$ cat config.mk
export PLATFORM = sky130hd
export DESIGN_NAME = conv_encoder
export DESIGN_NICKNAME = d
export VERILOG_FILES = /design/src/rtl/conv_encoder.sv
export SDC_FILE = /design/constraint.sdc
export NUM_CORES = 1
export LEC_CHECK = 0
export ABC_AREA = 1
export CAP_MARGIN = 15
export CORE_AREA = 2 2 109 111
export CTS_BUF_LIST = sky130_fd_sc_hd__clkbuf_8 sky130_fd_sc_hd__clkbuf_16
export DETAILED_ROUTE_END_ITERATION = 8
export DIE_AREA = 0 0 111 113
export PLACE_DENSITY = 0.65
export SLEW_MARGIN = 25
export SYNTH_ARGS = -nofsm -noshare
export SYNTH_HDL_FRONTEND = slang
export SYNTH_SLANG_ARGS = --single-unit
$ cat constraint.sdc
create_clock -name clk -period 4.6 [get_ports clk]
set_clock_uncertainty 0.2 [all_clocks]
set_input_delay 1.38 -clock clk [delete_from_list [all_inputs] [get_ports clk]]
set_output_delay 1.38 -clock clk [all_outputs]
set_load 0.01 [all_outputs]
$ cat src/rtl/conv_encoder.sv
`default_nettype none
// +----------------------------------------------------------------------------+
// | conv_encoder: rate-1/2, K=7 tail-biting convolutional encoder (171/133).   |
// | Optional double buffering with CONV_ENC_PINGPONG_EN.                       |
// | Revision: 1.0                                                              |
// +----------------------------------------------------------------------------+
module conv_encoder #(
  parameter int BLOCK_LEN = 96
) (
  input  logic clk,
  input  logic reset,
  input  logic in_valid,
  input  logic in_bit,
  output logic in_ready,
  input  logic out_ready,
  output logic out_valid,
  output logic out_x,
  output logic out_y,
  output logic block_done
);

  localparam int              c_CW   = $clog2(BLOCK_LEN);
  localparam logic [c_CW-1:0] c_LAST = c_CW'(BLOCK_LEN - 1);

  typedef enum logic [0:0] {
    LOAD   = 1'b0,
    ENCODE = 1'b1
  } state_t;

  state_t          r_state;
  state_t          w_state_nxt;
  logic [c_CW-1:0] r_wr_cnt;
  logic [c_CW-1:0] r_rd_cnt;
  logic [5:0]      r_s;          // r_s[0] = s0 (most recent bit)
  logic [5:0]      w_load_s;
  logic [5:0]      w_next_s;
  logic [5:0]      w_preload_s;
  logic            w_preload;
  logic            w_next_avail;
  logic            w_buf_free;
  logic            w_in_fire;
  logic            w_in_last;
  logic            w_out_fire;
  logic            w_out_last;
  logic            w_u;

`ifdef CONV_ENC_PINGPONG_EN
  logic [BLOCK_LEN-1:0] r_buf [2];
  logic [1:0]           r_full;
  logic                 r_wsel;
  logic                 r_rsel;
  logic                 w_asel;

  assign w_asel     = ~r_rsel;
  assign w_u        = r_buf[r_rsel][r_rd_cnt];
  assign w_buf_free = ~r_full[r_wsel];
  // s0 comes straight from the bit completing the block; it is not in the buffer yet
  assign w_load_s   = {r_buf[r_wsel][BLOCK_LEN-6], r_buf[r_wsel][BLOCK_LEN-5],
                       r_buf[r_wsel][BLOCK_LEN-4], r_buf[r_wsel][BLOCK_LEN-3],
                       r_buf[r_wsel][BLOCK_LEN-2], in_bit};
  // Alternate buffer either already full or completing on this very edge
  assign w_next_avail = r_full[w_asel] | w_in_last;
  assign w_next_s     = r_full[w_asel] ?
                        {r_buf[w_asel][BLOCK_LEN-6], r_buf[w_asel][BLOCK_LEN-5],
                         r_buf[w_asel][BLOCK_LEN-4], r_buf[w_asel][BLOCK_LEN-3],
                         r_buf[w_asel][BLOCK_LEN-2], r_buf[w_asel][BLOCK_LEN-1]} :
                        w_load_s;

  always_ff @(posedge clk) begin
    if (w_in_fire) begin
      r_buf[r_wsel][r_wr_cnt] <= in_bit;
    end
  end

  always_ff @(posedge clk or negedge reset) begin
    if (!reset) begin
      r_full <= 2'b00;
      r_wsel <= 1'b0;
      r_rsel <= 1'b0;
    end else begin
      if (w_in_last) begin
        r_full[r_wsel] <= 1'b1;
        r_wsel         <= ~r_wsel;
      end
      if (w_out_last) begin
        r_full[r_rsel] <= 1'b0;
      end
      if (r_state == LOAD && w_in_last) begin
        r_rsel <= r_wsel;
      end else if (w_out_last) begin
        r_rsel <= w_asel;
      end
    end
  end
`else
  logic [BLOCK_LEN-1:0] r_buf;

  assign w_u          = r_buf[r_rd_cnt];
  assign w_buf_free   = (r_state == LOAD);
  assign w_load_s     = {r_buf[BLOCK_LEN-6], r_buf[BLOCK_LEN-5], r_buf[BLOCK_LEN-4],
                         r_buf[BLOCK_LEN-3], r_buf[BLOCK_LEN-2], in_bit};
  assign w_next_avail = 1'b0;
  assign w_next_s     = w_load_s;

  always_ff @(posedge clk) begin
    if (w_in_fire) begin
      r_buf[r_wr_cnt] <= in_bit;
    end
  end
`endif

  assign in_ready   = w_buf_free;
  assign out_valid  = (r_state == ENCODE);
  assign w_in_fire  = in_valid & in_ready;
  assign w_in_last  = w_in_fire & (r_wr_cnt == c_LAST);
  assign w_out_fire = out_valid & out_ready;
  assign w_out_last = w_out_fire & (r_rd_cnt == c_LAST);
  assign block_done = w_out_last;
  assign out_x      = out_valid & (w_u ^ r_s[0] ^ r_s[1] ^ r_s[2] ^ r_s[5]);
  assign out_y      = out_valid & (w_u ^ r_s[1] ^ r_s[2] ^ r_s[4] ^ r_s[5]);

  always_ff @(posedge clk or negedge reset) begin
    if (!reset) begin
      r_state <= LOAD;
    end else begin
      r_state <= w_state_nxt;
    end
  end

  always_comb begin
    w_state_nxt = r_state;
    w_preload   = 1'b0;
    w_preload_s = w_load_s;
    case (r_state)
      LOAD: begin
        if (w_in_last) begin
          w_state_nxt = ENCODE;
          w_preload   = 1'b1;
        end
      end
      ENCODE: begin
        if (w_out_last) begin
          if (w_next_avail) begin
            w_preload   = 1'b1;
            w_preload_s = w_next_s;
          end else begin
            w_state_nxt = LOAD;
          end
        end
      end
      default: w_state_nxt = LOAD;
    endcase
  end

  always_ff @(posedge clk or negedge reset) begin
    if (!reset) begin
      r_wr_cnt <= '0;
      r_rd_cnt <= '0;
      r_s      <= '0;
    end else begin
      if (w_in_fire) begin
        r_wr_cnt <= w_in_last ? '0 : r_wr_cnt + 1'b1;
      end
      if (w_out_fire) begin
        r_rd_cnt <= w_out_last ? '0 : r_rd_cnt + 1'b1;
      end
      if (w_preload) begin
        r_s <= w_preload_s;
      end else if (w_out_fire) begin
        r_s <= {r_s[4:0], w_u};
      end
    end
  end

endmodule
`default_nettype wire

# Word level (Yosys, flattened, before mapping)
# Cells that the tools add are included.
# classes
addsub,2
magnitude_cmp,3
n_eq_ne,2
n_mux,13
bitwise,15
reduce_logical,2
# ops
op,n
bitwise mux 96 bit,1
"< comparator 7 x 8 -> 1 bit, second input constant",2
"adder 7 x 1 -> 7 bit, second input constant",2
"== test 7 bit, second input constant",2
2-to-1 mux 7 bit,2
2-to-1 mux 6 bit,2
XOR 1 bit,8
binary-select mux 1 bit (select 7 bit),1
demux 1 bit (select 7 bit),1
"greater-or-equal comparator 7 x 1 -> 1 bit, second input constant",1
bitwise AND 1 bit,6
2-to-1 mux 1 bit,4
case mux 1 bit (2 select lines),2
nonzero test 2 bit,1
logical AND 1 bit,1
NOT 1 bit,1
# totals
ff_bits,117
wordCells,42

# Longest topological paths before layout
# Gate-level depths: netlist of run 1.
# logic_depth
word_depth,7
mapped_depth,18
ltp_nobuf,17

# Least setup slack after synthesis of run 1
# OpenSTA, ideal clock, no wires.
# synth_timing
path_kind,input -> output
start,input out_ready
end,output block_done
arrival_time_ns,2.236
setup_slack_ns,0.784
path_stages,6
path_cell_list,nand2_1 nor3_2 nand2_1 nor2_1 inv_1 nor3_1
# synth_between
elab_chain_cells,2
# synth_lines
element,line,text
start: declaration,15,"input logic out_ready,"
bitwise AND 1 bit,116,assign w_out_fire = out_valid & out_ready;
bitwise AND 1 bit,117,assign w_out_last = w_out_fire & (r_rd_cnt == c_LAST);
end: declaration,19,output logic block_done
# Every way passes these cells.

# Worst setup path after layout of run 1
# Same ends and word-level chain as after synthesis.

==> results.toml, run 1 <==
[outcome]
status = "completed"

[pwr]
total_power_mw = 3.53
power-per-cell-area_mw_per_mm2 = 552
leakagePower_nw = 2.54
ir_drop_mv = 0.679

[placed_design]
port_buffers = 9
gp_congestion = 0.904
hpwlAfterDp_um = 8170
place_ws_ns = -0.156
place_inst = 778
place_area_mm2 = 0.00583

[grt]
grt.total_usage_pct = 22.6
grt_max_degree = 98
grt_pass1_vias = 4195
antenna_found_initial = 0
overflow = 0
use_met2_pct = 36.8
globalRouteMet3Util_pct = 4.23
grt_pass1_wl_um = 21600
busiest_layer = "met2"
met1_usage_pct = 29.9

[setup_path]
cp_cell_sequence = "clkdlybuf4s50_1 > nand2_1 > nor3_2 > nand2_1 > nor2_2 > inv_1 > nor3_2 > dlygate4sd2_1"
cp_top_family = "buffers and inverters"
crit_buf_inv = 3
critPathArrivalTime_ns = 2.78
reg2reg_slack_ns = 2.08
cp.required_ns = 3.02
path_class = "primary input to primary output"
crit_path_max_fanout = 4
reg2reg_depth = 8
r2r-end = "r_wr_cnt[3]$_DFFE_PN0P_"
slowest_stage = "clkdlybuf4s50_1"
endpoint_kind = "primary output"
r2r-start = "out_valid$_DFF_PN0_"
cpPeakStageDelay_ns = 0.45
start_kind = "primary input"

[floorplan]
core_area_mm2 = 0.0113
start_util_pct = 49.6
io_pins = 10
rows = 39
dieArea_mm2 = 0.0125
die_y_um = 113
die_w_um = 111

[worst_hold_path]
min_path_cells = 2
hold_class = "register to register"
hold_start = "r_buf[93]$_DFFE_PP_"
worstHoldEndpoint = "r_s[2]$_DFFE_PN0P_"

[timing]
setup_ws_ns = 0.236
tightest_slew_ns = 0.835
setup_viol = 0
timing.hold.ws_ns = 0.284
slew-limit-headroom_pct = 44.3
period_share_pct = 94.9
rsz0062_at_grt = "false"
slew_violations = 0
period_needed_ns = 4.36
setup_tns_ns = 0
max_freq_mhz = 229
hold_viol = 0

[cells_and_area]
drive_above_1_share_pct = 6.60
insertedDiodeCount = 0
nFillCells = 1002
final_nets = 661
regArea_mm2 = 0.00341
design_area_mm2 = 0.00640
layout_common_cells = "181 x nand2_1, 126 x nor2_1, 96 x edfxtp_1"
multi_input_area_mm2 = 0.00184
layout_commonest_cell = "nand2_1"
area_growth_pct = 14.4
utilization_pct = 56.8
stdcell_count = 810

[clock_tree]
clock-sinks = 117
cts-buffers-inserted = 17
cts_tree = "done"
cts_setup_buffers = 0
clk_path_buf_depth = 2
ctsRootBufferMaster = "clkbuf_16"
insertion_delay_ns = 0.41
clk_pin_slew_ns = 0.05
htree_levels = 4
ctsHoldBuffers = 0

[synth]
synth_top_area_share_pct = 51.5
netlist_instances = 634
ys_types = 26
yosys-top-cells-area = "edfxtp_1 52%, nand2_1 12%, dfrtp_1 9.4%, nor2_1 8.5%, nand3_1 7.7%"
yosysSeqAreaShare_pct = 60.9
synth_seq_cells = 117
synth_top_area_cell = "edfxtp_1"
synth.net_count = 641
yosysWarnings = 0
syn_area_per_cell_um2 = 8.82
synth.cell_area_mm2 = 0.00559

[routing]
wl_per_cell_um = 16.5
first_pass_iters = 6
routed_wl_um = 13300
vias_per_cell = 5.38
drtIter0Drc = 373
detail-route-antenna-nets = 0
vias = 4356
drc = 0

[run]
drv_cap = 0
## cell usage after synthesis (all sizes together)
cell and instances:
nor2 127, a21oi 5, o21ai 11, clkinv 1, inv 65, o211ai 1, xor2 1, nor3 7
buf 17, ha 2, edfxtp 96, nand2 182, nand4 1, dfrtp 21, o22ai 1, a22oi 4
nor4 1, clkbuf 2, nor3b 1, xnor2 2, nand3 86
## flip-flops by register name, summed over array words and instances, names as in the netlist
name	flops
r_buf	96
r_rd_cnt	7
r_wr_cnt	7
r_s	6
out_valid	1
## worst max path at each step
stage | from | to | slack, ns | cells after the start
floorplan | out_ready | block_done | 0.78 | 6
CTS | r_rd_cnt[0]$_DFFE_PN0P_ | out_x | 0.03 | 17
finish | out_ready | block_done | 0.24 | 8
global route | out_ready | block_done | 0.04 | 8
global placement | out_ready | block_done | -0.12 | 8
detailed placement | out_ready | block_done | -0.16 | 8
## power by group
group / switching [mW] / internal [mW] / leakage (nW) / total [mW]
Clock: 0.427 / 0.742 / 0.294 / 1.17
Sequential: 0.0800 / 1.20 / 1.10 / 1.28
Combinational: 0.717 / 0.363 / 1.15 / 1.08
## worst reg2reg max path: cells and delay by family (launching register included)
family                 cells  cell delay, ns
buffers and inverters      3            0.58
AND/OR/NAND/NOR            3            0.98
AO/OA/AOI/OAI              2            0.22
flip-flops                 1            0.41
## layout make-up
cell class                 count  share of cell area, %
clock buffer                  21                   7.68
timing repair buffer          20                   2.97
inverter                      66                   3.91
clock inverter                11                  0.704
tap                          143                   2.80
sequential                   117                   53.3
multi-input combinational    432                   28.7
## metal layers
metal,wire length [um],up-vias
met2,6480,135
met5,0,-
li1,-,2101
met1,5770,2093
met3,784,27
met4,304,0
## cell families after synthesis
family | count (synthesis) | synth area share [%]
compound gates | 22 | 2.21
xor+xnor | 3 | 0.470
fa+ha+maj | 2 | 0.447
buf+inv | 85 | 6.40
flops | 117 | 60.9
simple gates | 405 | 29.5
## what timing repair did
| action | 4_1_cts | 5_1_grt |
|---|---|---|
| gates cloned | 0 | 0 |
| setup endpoints to repair | 1 | 3 |
| resized for setup | 1 | 12 |
| pin swaps | 0 | 0 |
| hold endpoints to repair | 0 | 0 |
No activity file was read; power rests on OpenSTA's default activity.
==> inputs of run 2 (changes only) <==
- clock period: 4.6 -> 4.3 ns (I/O delays scaled with it)
==> results.toml, run 2 (synthesis gave the netlist of run 1 again) <==
[outcome]
status = "completed"

[grt]
globalRouteMet3Util_pct = 4.82
grt_pass1_wl_um = 22100
busiest_layer = "met2"
overflow = 0
grt.total_usage_pct = 23.1
grt_max_degree = 98
grt_pass1_vias = 4270
use_met2_pct = 37.8
met1_usage_pct = 30.2
antenna_found_initial = 0

[cells_and_area]
final_nets = 666
layout_commonest_cell = "nand2_1"
drive_above_1_share_pct = 8.33
layout_common_cells = "181 x nand2_1, 126 x nor2_1, 96 x edfxtp_1"
top_regs = "r_buf: 96 flops, r_rd_cnt: 7 flops, r_wr_cnt: 7 flops"
top_register = "r_buf"
utilization_pct = 58.7
area_growth_pct = 18.3
largest_reg_flops = 96
insertedDiodeCount = 0
stdcell_count = 815

[worst_hold_path]
hold_start = "r_buf[94]$_DFFE_PP_"
worstHoldEndpoint = "r_s[1]$_DFFE_PN0P_"
min_path_cells = 2
hold_class = "register to register"

[timing]
rsz0062_at_grt = "false"
timing.hold.ws_ns = 0.298
hold_viol = 0
slew_violations = 0
setup_viol = 0
period_share_pct = 97.0
period_needed_ns = 4.17
slew-limit-headroom_pct = 44.1
max_freq_mhz = 240
tightest_slew_ns = 0.839

[run]
drv_cap = 0

[placed_design]
place_inst = 782
gp_congestion = 0.891
port_buffers = 9
hpwlAfterDp_um = 8490

[routing]
detail-route-antenna-nets = 0
wl_per_cell_um = 16.8
vias_per_cell = 5.38
first_pass_iters = 5
routed_wl_um = 13700
vias = 4384
drc = 0
drtIter0Drc = 491

[setup_path]
endpoint_kind = "primary output"
slowest_stage = "clkdlybuf4s50_1"
cp_top_family = "buffers and inverters"
cp_cell_sequence = "clkdlybuf4s50_1 > nand2_1 > nor3_2 > nand2_1 > nor2_4 > inv_1 > nor3_2 > dlygate4sd2_1"
critPathArrivalTime_ns = 2.68
r2r-start = "out_valid$_DFF_PN0_"
start_kind = "primary input"
cpPeakStageDelay_ns = 0.45
reg2reg_slack_ns = 1.86
path_class = "primary input to primary output"
reg2reg_depth = 5
crit_buf_inv = 3
crit_path_max_fanout = 4
cp.required_ns = 2.81
r2r-end = "r_buf[26]$_DFFE_PP_"

[pwr]
power-per-cell-area_mw_per_mm2 = 633
leakagePower_nw = 2.61
ir_drop_mv = 0.389

[floorplan]
core_area_mm2 = 0.0113
io_pins = 10
die_w_um = 111
start_util_pct = 49.6
die_y_um = 113
rows = 39
dieArea_mm2 = 0.0125

[clock_tree]
htree_levels = 4
insertion_delay_ns = 0.41
clk_pin_slew_ns = 0.06
cts-buffers-inserted = 17
ctsHoldBuffers = 0
ctsRootBufferMaster = "clkbuf_16"
cts_tree = "done"
cts_setup_buffers = 0
clock-sinks = 117
clk_path_buf_depth = 2
==> run 2: changes by cell type in the layout (fill, tap and decap cells not counted), moves of 2 or more <==
cell and delta:
buf_12 +2, clkinv_4 +2, clkinvlp_4 +2, inv_1 -7
bufinv_16 +6, clkbuf_8 -3
==> run 2: final cells by class <==
class | instances | area, um^2
fill | 970 | 4660
sequential | 117 | 3410
multi-input combinational | 432 | 1840
tap | 143 | 179
clock buffer | 17 | 425
clock inverter | 15 | 235
timing repair buffer | 25 | 274
inverter | 66 | 253
==> run 2: worst reg2reg max path, stage by stage (launching register included) <==
cell and delay [ns]:
dfrtp_1 0.42, inv_1 0.17, nand2_1 0.21, inv_1 0.39, nand2_1 0.46, nor2_1 0.29
==> run 2: per-stage QoR <==
step	instance area (um^2)	setup TNS [ns]	power, mW	worst slack [ns]
6_report	6620	0	4.19	0.130
5_1_grt	6620	0	4.41	0.0120
4_1_cts	6560	-0.0419	4.15	-0.0162
2_1_floorplan	5590	0	2.16	0.664
3_3_place_gp	5890	-0.239	2.55	-0.239
3_5_place_dp	5880	-0.278	2.57	-0.278
==> run 2: per-layer routing <==
| layer | part of all wire [%] | vias to the layer above |
|---|---|---|
| met2 | 49 | 164 |
| li1 | - | 2119 |
| met4 | 2.1 | 0 |
| met3 | 6.0 | 18 |
| met1 | 43 | 2083 |
| met5 | 0 | - |
==> run 2: worst max-delay path by stage <==
stage,startpoint,to,slack (ns),cells past startpoint
final,out_ready,block_done,0.13,8
after global routing,out_ready,block_done,0.01,8
after CTS,r_rd_cnt[0]$_DFFE_PN0P_,out_y,-0.02,18
after detailed placement,out_ready,block_done,-0.28,8
after global placement,out_ready,block_done,-0.24,8
after floorplan,out_ready,block_done,0.66,6
==> run 2: timing repair <==
item                       4_1_cts  5_1_grt
pin swaps                        0        0
setup endpoints to repair        3        3
gates cloned                     0        1
resized for setup                6       10
==> run 2: where the power goes <==
part / leakage, nW / internal, mW / switching [mW]
combinational: 1.19 / 0.449 / 0.807
clock: 0.318 / 1.08 / 0.494
sequential: 1.10 / 1.29 / 0.0715
total: 2.61 / 2.82 / 1.37
==> inputs of run 3 (changes only) <==
- CORE_AREA: 2 2 109 111 -> 4 4 111 113
- DIE_AREA: 0 0 111 113 -> 0 0 115 117
==> results.toml, run 3 (synthesis gave the netlist of run 1 again) <==
[outcome]
status = "completed"

[clock_tree]
cts-buffers-inserted = 17
ctsRootBufferMaster = "clkbuf_16"
clk_path_buf_depth = 2
cts_tree = "done"
clk_pin_slew_ns = 0.05
ctsHoldBuffers = 0
insertion_delay_ns = 0.40
htree_levels = 4
clock-sinks = 117

[setup_path]
start_kind = "primary input"
crit_path_max_fanout = 4
critPathLaunch = "out_ready"
endpoint_kind = "primary output"
critPathArrivalTime_ns = 2.75
path_class = "primary input to primary output"
cp_top_family = "buffers and inverters"
reg2reg_slack_ns = 1.86
r2r-start = "r_rd_cnt[1]$_DFFE_PN0P_"
cp.depth = 8
cp.required_ns = 2.81
reg2reg_depth = 12
crit_buf_inv = 3
cpPeakStageDelay_ns = 0.46
slowest_stage = "clkdlybuf4s50_1"
cp_cell_sequence = "clkdlybuf4s50_1 > nand2_1 > nor3_2 > nand2_1 > nor2_2 > inv_1 > nor3_2 > dlygate4sd2_1"

[cells_and_area]
final_nets = 664
area_growth_pct = 15.0
multi_input_area_mm2 = 0.00184
largest_reg_flops = 96
insertedDiodeCount = 0
top_register = "r_buf"
nFillCells = 1015
top_regs = "r_buf: 96 flops, r_rd_cnt: 7 flops, r_wr_cnt: 7 flops"
design_area_mm2 = 0.00643
layout_commonest_cell = "nand2_1"
drive_above_1_share_pct = 7.77
regArea_mm2 = 0.00341
layout_common_cells = "181 x nand2_1, 126 x nor2_1, 96 x edfxtp_1"

[routing]
first_pass_iters = 5
vias = 4341
detail-route-antenna-nets = 0
vias_per_cell = 5.35
routed_wl_um = 13400
drc = 0
drtIter0Drc = 418
wl_per_cell_um = 16.5

[timing]
slew-limit-headroom_pct = 43.9
period_share_pct = 98.5
setup_ws_ns = 0.0645
hold_viol = 0
period_needed_ns = 4.24
max_freq_mhz = 236
setup_viol = 0
tightest_slew_ns = 0.842
rsz0062_at_grt = "false"
slew_violations = 0

[worst_hold_path]
hold_start = "r_s[3]$_DFFE_PN0P_"
hold_class = "register to register"
min_path_cells = 2

[grt]
grt_pass1_wl_um = 21800
antenna_found_initial = 0
grt_pass1_vias = 4228
overflow = 0
grt_max_degree = 98
grt.total_usage_pct = 21.7

[placed_design]
place_area_mm2 = 0.00587
hpwlAfterDp_um = 8170
gp_congestion = 0.855
port_buffers = 9
place_ws_ns = -0.332

[floorplan]
core_area_mm2 = 0.0113
die_y_um = 117
start_util_pct = 49.4
rows = 39
io_pins = 10
die_w_um = 115
dieArea_mm2 = 0.0135

[pwr]
leakagePower_nw = 2.54
power-per-cell-area_mw_per_mm2 = 591
ir_drop_mv = 0.598

[run]
drv_cap = 0
==> run 3: layer usage <==
metal	track usage, %	vias to the layer above	wire length, um	part of all wire [%]
met5	0	-	0	0
met4	8.45	0	242	1.8
met3	4.94	27	809	6.0
met2	35.5	127	6410	48
met1	28.4	2076	5940	44
li1	-	2111	-	-
==> run 3: worst paths after layout <==
| kind | to |
|---|---|
| setup / recovery | block_done |
| hold / removal | r_s[3]$_DFFE_PN0P_ |
| setup reg to reg | r_rd_cnt[0]$_DFFE_PN0P_ |
| hold reg to reg | r_s[3]$_DFFE_PN0P_ |
| max in group asynchronous | r_rd_cnt[0]$_DFFE_PN0P_ |
| min in group asynchronous | r_rd_cnt[6]$_DFFE_PN0P_ |
==> run 3: worst register-to-register path, delay by kind of cell (launching register included) <==
kind / cells / cell delay, ns
adder cells (fa/ha/maj): 1 / 0.22
flip-flops: 1 / 0.38
AND/OR/NAND/NOR: 5 / 0.69
AO/OA/AOI/OAI: 1 / 0.09
buffers and inverters: 5 / 0.75
==> run 3: layout make-up <==
| class | instances | share of cell area [%] |
|---|---|---|
| Multi-Input combinational cell | 432 | 28.5 |
| Clock buffer | 21 | 7.64 |
| Inverter | 66 | 3.97 |
| Clock inverter | 10 | 0.681 |
| Sequential cell | 117 | 53.0 |
| Timing Repair Buffer | 23 | 3.40 |
| Tap cell | 143 | 2.78 |
==> run 3: metrics by stage <==
stage | power [mW] | TNS (ns) | util (%) | cells | hold slack (ns)
2_1_floorplan | 2.16 | 0 | - | 634 | 0.249
3_3_place_gp | 2.54 | -0.229 | 51.9 | 780 | 0.270
3_5_place_dp | 2.55 | -0.332 | 51.8 | 780 | 0.270
4_1_cts | 3.82 | 0 | 56.9 | 812 | 0.285
5_1_grt | 4.03 | 0 | 56.8 | 812 | 0.327
6_report | 3.80 | 0 | 56.8 | 812 | 0.286
==> run 3: power by group <==
group | internal, mW | total (mW) | switching [mW] | leakage, nW
sequential | 1.29 | 1.36 | 0.0686 | 1.10
clock | 0.795 | 1.26 | 0.463 | 0.290
combinational | 0.395 | 1.18 | 0.790 | 1.15
==> run 3: repair_timing <==
item / in CTS / in global routing
endpoints found under the hold margin: 0 / 0
setup buffers: 1 / 0
gates cloned: 0 / 0
pin swaps: 0 / 0
resized for setup: 10 / 5
endpoints found under the setup margin: 3 / 2
